**src/rtl/vc_egress_arbiter_pkg.sv**
```systemverilog
// Shared definitions for the VC egress arbiter: FSM encoding, routing bit
// position and push counter width.
package vc_egress_arbiter_pkg;

  typedef enum logic [2:0] {
    ST_RESET  = 3'd0,
    ST_INIT   = 3'd1,
    ST_IDLE   = 3'd2,
    ST_ACTIVE = 3'd3,
    ST_ERROR  = 3'd4
  } arb_state_e;

  // Bit of the popped word that picks the destination (0 -> D0, 1 -> D1).
  localparam int ROUTE_BIT = 4;
  localparam int CNT_W     = 8;

endpackage

```
**src/rtl/vc_route_stage.sv**
```systemverilog
// Two-stage pop-to-push pipeline: stage 1 holds the in-flight tag, stage 2
// captures the FIFO head, routes it, and drives the registered push strobes.
module vc_route_stage
  import vc_egress_arbiter_pkg::*;
#(
  parameter int data_width = 6
) (
  input  logic                  clk,
  input  logic                  reset,
  input  logic                  pop0_i,
  input  logic                  pop1_i,
  input  logic [data_width-1:0] data_vc0_i,
  input  logic [data_width-1:0] data_vc1_i,
  output logic                  push_d0_o,
  output logic                  push_d1_o,
  output logic [data_width-1:0] data_o,
  output logic                  in_flight_o
);

  logic                  tag_v_q;
  logic                  tag_src_q;
  logic                  push_d0_q;
  logic                  push_d1_q;
  logic [data_width-1:0] data_q;
  logic [data_width-1:0] word;

  // The FIFO head is only valid in the cycle after its pop, i.e. while the tag is live.
  assign word = tag_src_q ? data_vc1_i : data_vc0_i;

  always_ff @(posedge clk) begin
    if (reset) begin
      tag_v_q   <= 1'b0;
      tag_src_q <= 1'b0;
      push_d0_q <= 1'b0;
      push_d1_q <= 1'b0;
      data_q    <= '0;
    end else begin
      tag_v_q   <= pop0_i | pop1_i;
      tag_src_q <= pop1_i;
      push_d0_q <= tag_v_q & ~word[ROUTE_BIT];
      push_d1_q <= tag_v_q & word[ROUTE_BIT];
      if (tag_v_q) begin
        data_q <= word;
      end
    end
  end

  assign push_d0_o   = push_d0_q;
  assign push_d1_o   = push_d1_q;
  assign data_o      = data_q;
  assign in_flight_o = tag_v_q | push_d0_q | push_d1_q;

endmodule

```
**src/rtl/vc_egress_arbiter.sv**
```systemverilog
// Strict-priority arbiter draining two VC FIFOs into two destination FIFOs,
// with a lifecycle FSM, overflow detection and per-destination push counters.
module vc_egress_arbiter
  import vc_egress_arbiter_pkg::*;
#(
  parameter int data_width = 6
) (
  input  logic                  clk,
  input  logic                  reset,
  input  logic                  init,
  input  logic [data_width-1:0] data_VC0,
  input  logic [data_width-1:0] data_VC1,
  input  logic                  empty_VC0,
  input  logic                  empty_VC1,
  input  logic                  almost_full_D0,
  input  logic                  almost_full_D1,
  input  logic                  full_D0,
  input  logic                  full_D1,
  output logic                  pop_VC0,
  output logic                  pop_VC1,
  output logic                  push_D0,
  output logic                  push_D1,
  output logic [data_width-1:0] data_out,
  output logic                  idle,
  output logic                  error_out,
  output logic [CNT_W-1:0]      cnt_D0,
  output logic [CNT_W-1:0]      cnt_D1,
  output arb_state_e            state_o
);

  // Handshake: pop_VCx is a combinational read strobe; the FIFO presents the word
  // on data_VCx in the following cycle. push_Dx is a registered write strobe with
  // data_out valid in the same cycle; almost_full_Dx stops new pops immediately.

  arb_state_e       state_q, state_d;
  logic             eligible;
  logic             in_flight;
  logic [CNT_W-1:0] cnt0_q, cnt1_q;

  always_ff @(posedge clk) begin
    if (reset) begin
      state_q <= ST_RESET;
    end else begin
      state_q <= state_d;
    end
  end

  always_comb begin
    state_d = state_q;
    unique case (state_q)
      ST_RESET:  state_d = ST_INIT;
      ST_INIT:   if (!init) state_d = ST_IDLE;
      ST_IDLE:   if (!empty_VC0 || !empty_VC1) state_d = ST_ACTIVE;
      ST_ACTIVE: if (empty_VC0 && empty_VC1 && !in_flight) state_d = ST_IDLE;
      ST_ERROR:  state_d = ST_ERROR;
      default:   state_d = ST_RESET;
    endcase
    // Writing into a full destination is unrecoverable short of reset.
    if (state_q != ST_RESET && ((push_D0 && full_D0) || (push_D1 && full_D1))) begin
      state_d = ST_ERROR;
    end
  end

  assign eligible = !reset && (state_q == ST_IDLE || state_q == ST_ACTIVE) &&
                    !almost_full_D0 && !almost_full_D1;
  assign pop_VC0  = eligible && !empty_VC0;
  assign pop_VC1  = eligible && empty_VC0 && !empty_VC1;

  vc_route_stage #(
    .data_width(data_width)
  ) u_route (
    .clk        (clk),
    .reset      (reset),
    .pop0_i     (pop_VC0),
    .pop1_i     (pop_VC1),
    .data_vc0_i (data_VC0),
    .data_vc1_i (data_VC1),
    .push_d0_o  (push_D0),
    .push_d1_o  (push_D1),
    .data_o     (data_out),
    .in_flight_o(in_flight)
  );

  always_ff @(posedge clk) begin
    if (reset) begin
      cnt0_q <= '0;
      cnt1_q <= '0;
    end else begin
      if (push_D0) cnt0_q <= cnt0_q + CNT_W'(1);
      if (push_D1) cnt1_q <= cnt1_q + CNT_W'(1);
    end
  end

  assign cnt_D0    = cnt0_q;
  assign cnt_D1    = cnt1_q;
  assign idle      = !reset && state_q == ST_IDLE && !in_flight;
  assign error_out = !reset && state_q == ST_ERROR;
  assign state_o   = state_q;

endmodule

```
**config.mk**
```make
export PLATFORM = sky130hd
export DESIGN_NAME = vc_egress_arbiter
export DESIGN_NICKNAME = d
export VERILOG_FILES = /design/src/rtl/vc_egress_arbiter_pkg.sv /design/src/rtl/vc_route_stage.sv /design/src/rtl/vc_egress_arbiter.sv
export SDC_FILE = /design/constraint.sdc
export NUM_CORES = 1
export LEC_CHECK = 0
export ABC_AREA = 1
export CAP_MARGIN = 20
export CORE_UTILIZATION = 39
export DETAILED_ROUTE_END_ITERATION = 10
export GPL_ROUTABILITY_DRIVEN = 0
export PLACE_DENSITY = 0.75
export SYNTH_ARGS = -nofsm -noshare
export SYNTH_HDL_FRONTEND = slang
export SYNTH_SLANG_ARGS = --single-unit
export TNS_END_PERCENT = 50
```
**constraint.sdc**
```tcl
create_clock -name clk -period 1.25 [get_ports clk]
set_clock_uncertainty 0.05 [all_clocks]
set_input_delay 0.3125 -clock clk [delete_from_list [all_inputs] [get_ports clk]]
set_output_delay 0.3125 -clock clk [all_outputs]
set_load 0.01 [all_outputs]
```
==> results of run 1 <==
==> metal layers <==
metal  routed length, um  GRT usage, %
met5                   0             0
met4                  87          12.7
met3                 203          4.69
met2                2250          41.3
met1                1820          26.3
==> report_power, final <==
part / internal [mW] / total, mW / switching (mW)
Combinational: 0.172 / 0.309 / 0.138
Clock: 0.326 / 0.679 / 0.354
Sequential: 0.940 / 0.963 / 0.0228
Total: 1.44 / 1.95 / 0.514
==> critical path, cell delays in order, from the launching register on <==
cell and delay, ns:
dfxtp_4 0.37, nor2_1 0.16, nand2_1 0.11, nor4_2 0.13, buf_2 0.17
==> sequential cells by signal, indices dropped and copies added, names as in the netlist <==
name               cells
cnt_D0                 8
u_route.data_o         6
cnt_D1                 8
u_route.push_d1_o      1
u_route.tag_src_q      1
u_route.push_d0_o      1
state_o                3
u_route.tag_v_q        1
==> through the flow <==
step | utilization [%] | power [mW] | setup WS [ns] | instances
after floorplan | - | 1.08 | -0.0335 | 199
after global placement | 69.8 | 1.23 | -0.904 | 330
after detailed placement | 69.8 | 1.24 | -0.954 | 330
after CTS | 72.7 | 1.93 | -0.369 | 346
after global routing | 78.4 | 2.04 | -0.463 | 355
final | 78.4 | 1.95 | -0.403 | 355
==> worst min path at each step <==
stage	startpoint	end
after floorplan	empty_VC1	u_route.tag_src_q
final	reset	u_route.data_o[4]
after global routing	reset	u_route.data_o[4]
after global placement	u_route.data_o[4]	u_route.data_o[4]
after detailed placement	u_route.data_o[4]	u_route.data_o[4]
after CTS	u_route.data_o[4]	u_route.data_o[4]
==> cells in the final DEF (no fill, tap or decap), types with 3 or more instances in the layout <==
cell type        synthesis  final
dfxtp_2                  0     24
nor2_2                   4      4
buf_6                    0     12
clkdlybuf4s50_1          0     16
clkbuf_4                 0      5
nor2_1                  38     31
nand3_1                  9      6
buf_4                    1     48
a21oi_1                 20     18
nor2_4                   0      7
nand2_2                  2      4
inv_1                   21     20
nand3_2                  2      3
dfxtp_1                 29      3
nand2_1                 48     45
nor3_1                   5      4
o21ai_0                  9      8
buf_2                    1     26
==> repair_timing <==
item,CTS,global route
setup buffers,9,10
endpoints found under the setup margin,36,19
gates resized for setup,171,34
pin swaps,5,17
==> cells by family (layout without fill, tap and decap cells) <==
kind of cell / after synthesis / after routing
simple gates: 113 / 113
xor+xnor: 1 / 1
buf+inv: 25 / 137
fa+ha+maj: 2 / 2
flops: 29 / 29
compound gates: 29 / 29
==> cell type report <==
type | count | area [sq um]
Timing Repair Buffer | 107 | 843
Tap cell | 44 | 55.1
Sequential cell | 29 | 618
Fill cell | 221 | 682
Inverter | 22 | 85.1
Clock inverter | 1 | 5.00
Clock buffer | 7 | 65.1
Multi-Input combinational cell | 145 | 800
==> summary.md, run 1 <==
| Metric | Value |
|---|---|
| Clock sinks | `29` |
| Yosys top cell by area | `dfxtp_1` |
| IO Port Bufs | `a little over 50` |
| Synth-to-Final Area Change | `83.6%` |
| CTS buffer count | `5` |
| Synthesized cell area | `roughly 1300 sq um` |
| Unrepaired setup endpoints after global routing | `yes` |
| Pwr dens | `around 790 nW/um^2` |
| Min-Delay Path Class | `input pin to register` |
| Via count | `between 1500 and 2000` |
| R2R setup slack | `-0.12 ns` |
| Design area | `around 2500 sq um` |
| Fraction of layout cells with a size suffix above 1 | `49.5%` |
| Max VDD drop | `~0.52 mV` |
| Area after DPL | `around 2200 sq um` |
| 1st-iter DRT viols | `85` |
| Setup ws final | `-0.403 ns` |
| Reg clk slew, reported paths | `about 0.10 ns` |
| Crit path launch | `state_o[2]` |
| CP endpoint kind | `primary output` |
| Io pins | `52` |
| First-pass GRT wire length | `just over 6000 um` |
| Final period utilization | `132%` |
| Mux cell area share after synthesis | `0%` |
| Clock root buffer | `clkbuf_4` |
| Drt pass-1 iters | `4` |
| Crit-path max FO | `4` |
| Distinct cells, synth | `21` |
| Die Height | `60.8 um` |
| Post-Synthesis Cells | `between 150 and 200` |
| # setup viols final | `14` |
| Complex-gate fraction of the synthesized area | `between 10 and 15%` |
| Horizontal die dimension | `around 60 um` |
| Core Footprint | `between 3000 and 4000 sq um` |
| EDFF count, synth | `0` |
| Vias per cell | `~4.8` |
| Hold Slack | `0.312 ns` |
| Initial antenna violation count | `0` |
| Area share of and/or/nand/nor cells after synthesis | `36.2%` |
| MaxCap Viol Count | `0` |
| DR WL/cell | `approximately 12 um` |
| Yosys reg bits | `29` |
| CP Launch Type | `register` |
| Status | `finished, violations left` |
| Failing checks | `negative setup slack` |
| Largest net degree at the start of global routing | `12` |
| Residual DRC | `0` |
| Post-synth top area share | `43.1%` |
| Total track usage | `about a quarter` |
| Syn Area/Cell | `slightly below 7 sq um` |
| Syn Nets | `between 200 and 250` |
| Die area | `3690 sq um` |
| Hold buffers post-CTS | `0` |
| Nets | `roughly 330` |
| Peak Freq | `just over 600 MHz` |
| Critical Path End | `idle` |
| Synth top cells by count | `nand2_1, nor2_1, dfxtp_1` |
| Hold path depth | `3` |
| Setup TNS | `-1.95 ns` |
| Detailed Route WL | `about 4400 um` |
| Htree depth | `2` |
| Most common cell in the netlist | `nand2_1` |
| Clock Latency Late Sink | `0.34 ns` |
| Initial Utilization | `about 43%` |
| Worst-case clock buffer depth | `2` |
| Largest family of logic cells by synthesized area | `simple AND/OR/NAND/NOR gates` |
| Final ANT Viol Nets | `0` |
| Row count | `20` |
| Max Slew Vio Count | `0` |
| Required time at the worst-slack endpoint | `about 0.89 ns` |
| Post-synthesis sequential area ratio | `43.1%` |
| HPWL after DPL | `approximately 2600 um` |
| Final hold vios | `0` |
| Arrival time worst endpoint | `between 1 and 1.5 ns` |
| Worst Reg-to-Reg Cells | `9` |
| Worst r2r src | `u_route.push_d0_o` |
| Synth warn | `0` |
| Post-synthesis adder-cell area fraction | `1.86%` |
| GR Overflow Total | `0` |
| CTS tree | `done` |
| Tmin final | `between 1.5 and 2 ns` |
| Pleak | `around 1.2 nW` |
| Post-synthesis async set-or-reset flop share | `0%` |
| Synth top area cells | `dfxtp_1, nand2_1, nor2_1` |
| Worst Max-Slew Pin Slew | `0.199 ns` |
| Slew margin rel. | `between 80% and 90%` |
| Diode count | `0` |
| Post-Synth XOR/XNOR Area | `less than 1%` |
| Worst reg2reg path endpoint | `state_o[1]` |
| CP Class | `register to primary output` |
| Synth Flop Type | `dfxtp_1` |
| Number of global-route vias before repair | `1468` |
No activity file was read; power rests on OpenSTA's default activity.
==> inputs of run 2 (changes only) <==
- CTS_CLUSTER_SIZE: not set -> 12
==> results of run 2 <==
No change in the layout: final DEF, timing and power equal those of run 1.
==> inputs of run 3 (changes only) <==
- CELL_PAD_IN_SITES_DETAIL_PLACEMENT: not set -> 2
- CELL_PAD_IN_SITES_GLOBAL_PLACEMENT: not set -> 2
- CORE_UTILIZATION: 39 -> 20
- PLACE_DENSITY: 0.75 -> not set
- PLACE_DENSITY_LB_ADDON: not set -> 0.1
==> run 3 against run 2 <==
Effect of this change: the run ends with design-rule violations, negative setup slack left; clock-buffer cell count decreased by 2; core utilization decreased by 35 points; power increased by 30%; sequential power decreased by 0.8%; critical path depth increased by 1; die area increased by 91%; register-to-register slack got worse by 0.06 ns; clock power increased by 75%; via count increased by 2.2%; final cell count increased by 11%; design area increased by 12%; fmax increased by 5.1%; largest power group is now clock.
==> summary.md, run 3 (synthesized netlist as in run 1, its figures left out) <==
| Metric | Value |
|---|---|
| Status | `finished, violations left` |
| Failing checks | `design-rule violations, negative setup slack` |
| Pre-CTS WS | `-0.946 ns (+0.00772 ns)` |
| Largest net degree at the start of global routing | `11 (-1)` |
| Slowest-stage cell, CP | `dfxtp_4` |
| Die Height | `84.0 um (+38%)` |
| First-pass GRT wire length | `8340 um (+35%)` |
| Min-Delay Path Class | `input pin to register` |
| Worst-case clock buffer depth | `2 (unchanged)` |
| CP endpoint kind | `primary output` |
| Worst Max-Slew Pin Slew | `0.224 ns (+0.0252 ns)` |
| Clock Latency Late Sink | `0.29 ns (-0.05 ns)` |
| Horizontal die dimension | `84.0 um (+38%)` |
| CP Class | `register to primary output` |
| CTS buffer count | `5 (unchanged)` |
| CP Launch Type | `register` |
| Tmin final | `1.57 ns (-0.0801 ns)` |
| Pwr Total | `2.53 mW (+30%)` |
| Residual DRC | `6 (+6)` |
| Hold Slack | `0.404 ns (+0.0917 ns)` |
| MaxCap Viol Count | `0 (unchanged)` |
| Initial antenna violation count | `0 (unchanged)` |
| Pwr dens | `916 nW/um^2 (+16%)` |
| 1st-iter DRT viols | `26 (-69%)` |
| Synth-to-Final Area Change | `105%` |
| Required time at the worst-slack endpoint | `0.89 ns (about the same)` |
| IO Port Bufs | `51 (unchanged)` |
| Io pins | `52 (unchanged)` |
| Crit-path max FO | `3 (-1)` |
| Commonest non-fill, non-tap cell in the layout | `buf_4` |
| Max Slew Vio Count | `0 (unchanged)` |
| HPWL after DPL | `3620 um (+37%)` |
| Htree depth | `2 (unchanged)` |
| Core Footprint | `6420 sq um (+100%)` |
| Clock sinks | `29 (unchanged)` |
| Final period utilization | `126% (-6.4 points)` |
| Drt pass-1 iters | `6 (+2)` |
| Total track usage | `15.0% (-8.4 points)` |
| Slew margin rel. | `85.0% (-1.7 points)` |
| Clock root buffer | `clkbuf_8` |
| Final Util | `43.1% (-35 points)` |
| Detailed Route WL | `5240 um (+20%)` |
| Max stage delay on crit path | `0.36 ns (about the same)` |
| Unrepaired setup endpoints after global routing | `yes` |
| Final hold vios | `0 (unchanged)` |
| CTS tree | `done` |
| Arrival time worst endpoint | `1.21 ns (-0.08 ns)` |
| Vias per cell | `4.38 (-8.1%)` |
| Peak Freq | `636 MHz (+5.1%)` |
| CP cell instances | `inv_4, nand3_4, buf_6, nor3b_2, buf_2` |
| Final ANT Viol Nets | `0 (unchanged)` |
| Nets | `340 (+2.1%)` |
| Initial Utilization | `21.0% (-22 points)` |
| Most frequent cells in the layout | `buf_4, nand2_1, nor2_1, inv_1, dfxtp_1` |
| Setup ws final | `-0.323 ns (+0.0801 ns)` |
| DR WL/cell | `13.3 um (+7.8%)` |
| Diode count | `0 (unchanged)` |
| Pleak | `1.28 nW (+4.3%)` |
| Fraction of layout cells with a size suffix above 1 | `49.4% (-0.15 points)` |
| Die area | `7060 sq um (+91%)` |
| GR Overflow Total | `0 (unchanged)` |
| Row count | `29 (+45%)` |
| Number of global-route vias before repair | `1794 (+22%)` |
| Max VDD drop | `0.400 mV (-24%)` |
| Via count | `1730 (+2.2%)` |
| Reg clk slew, reported paths | `0.07 ns (-0.03 ns)` |
| # setup viols final | `12 (-2)` |
| Setup TNS | `-1.75 ns (+0.206 ns)` |
-- run 3: cell types whose count changed in the layout (fill, tap and decap cells not counted), moves of 3 or more --
cell,before,now
dfxtp_4,2,7
clkbuf_2,1,14
dfxtp_2,24,3
dfxtp_1,3,19
nor2_4,7,10
clkbuf_4,5,0
buf_6,12,15
nand2_1,45,39
nor2_1,31,28
buf_2,26,10
nand2_2,4,10
clkbuf_8,2,5
-- run 3: final timing paths --
check / from / end / slack [ns] / cells after the start
max reg2reg: state_o[2] / state_o[0] / -0.18 / 10
max: state_o[2] / pop_VC1 / -0.32 / 5
min reg2reg: u_route.data_o[4] / u_route.data_o[4] / 0.42 / 2
min: empty_VC1 / u_route.tag_src_q / 0.40 / 3
-- run 3: cell type report --
cell class | instances | area (sq um)
clock buffers | 5 | 68.8
clock inverters | 3 | 65.1
fillers | 725 | 3660
inverters | 22 | 85.1
multi-input cells | 145 | 910
flip-flops and latches | 29 | 611
well taps | 77 | 96.3
repair buffers | 114 | 930
-- run 3: worst max-delay path, delay by kind of cell (launching register included) --
family | cells | cell delay (ns)
flops | 1 | 0.36
buf+inv | 3 | 0.35
simple gates | 2 | 0.22
-- run 3: through the flow --
step                cells  area [sq um]
global route          395          2770
floorplan             199          1360
CTS                   388          2560
global placement      372          2310
detailed placement    372          2310
finish                395          2770
-- run 3: metal layers --
layer	track usage, %	up-vias	part of all wire [%]
met1	17.5	825	43
met3	3.56	4	3.9
met5	0	-	0
met4	5.64	0	1.2
li1	-	866	-
met2	26.4	35	52
-- run 3: what timing repair did --
item / in CTS / in global routing
setup endpoints to repair: 53 / 37
setup buffers: 8 / 8
pin swaps: 7 / 27
gates resized for setup: 121 / 83
hold buffers: 0 / 0
-- run 3: report_power, final --
| group | internal (mW) | leakage (nW) | total (mW) | switching [mW] |
|---|---|---|---|---|
| sequential | 0.933 | 0.241 | 0.955 | 0.0227 |
| clock | 0.792 | 0.0681 | 1.19 | 0.395 |
| combinational | 0.217 | 0.973 | 0.389 | 0.173 |
| total | 1.94 | 1.28 | 2.53 | 0.590 |
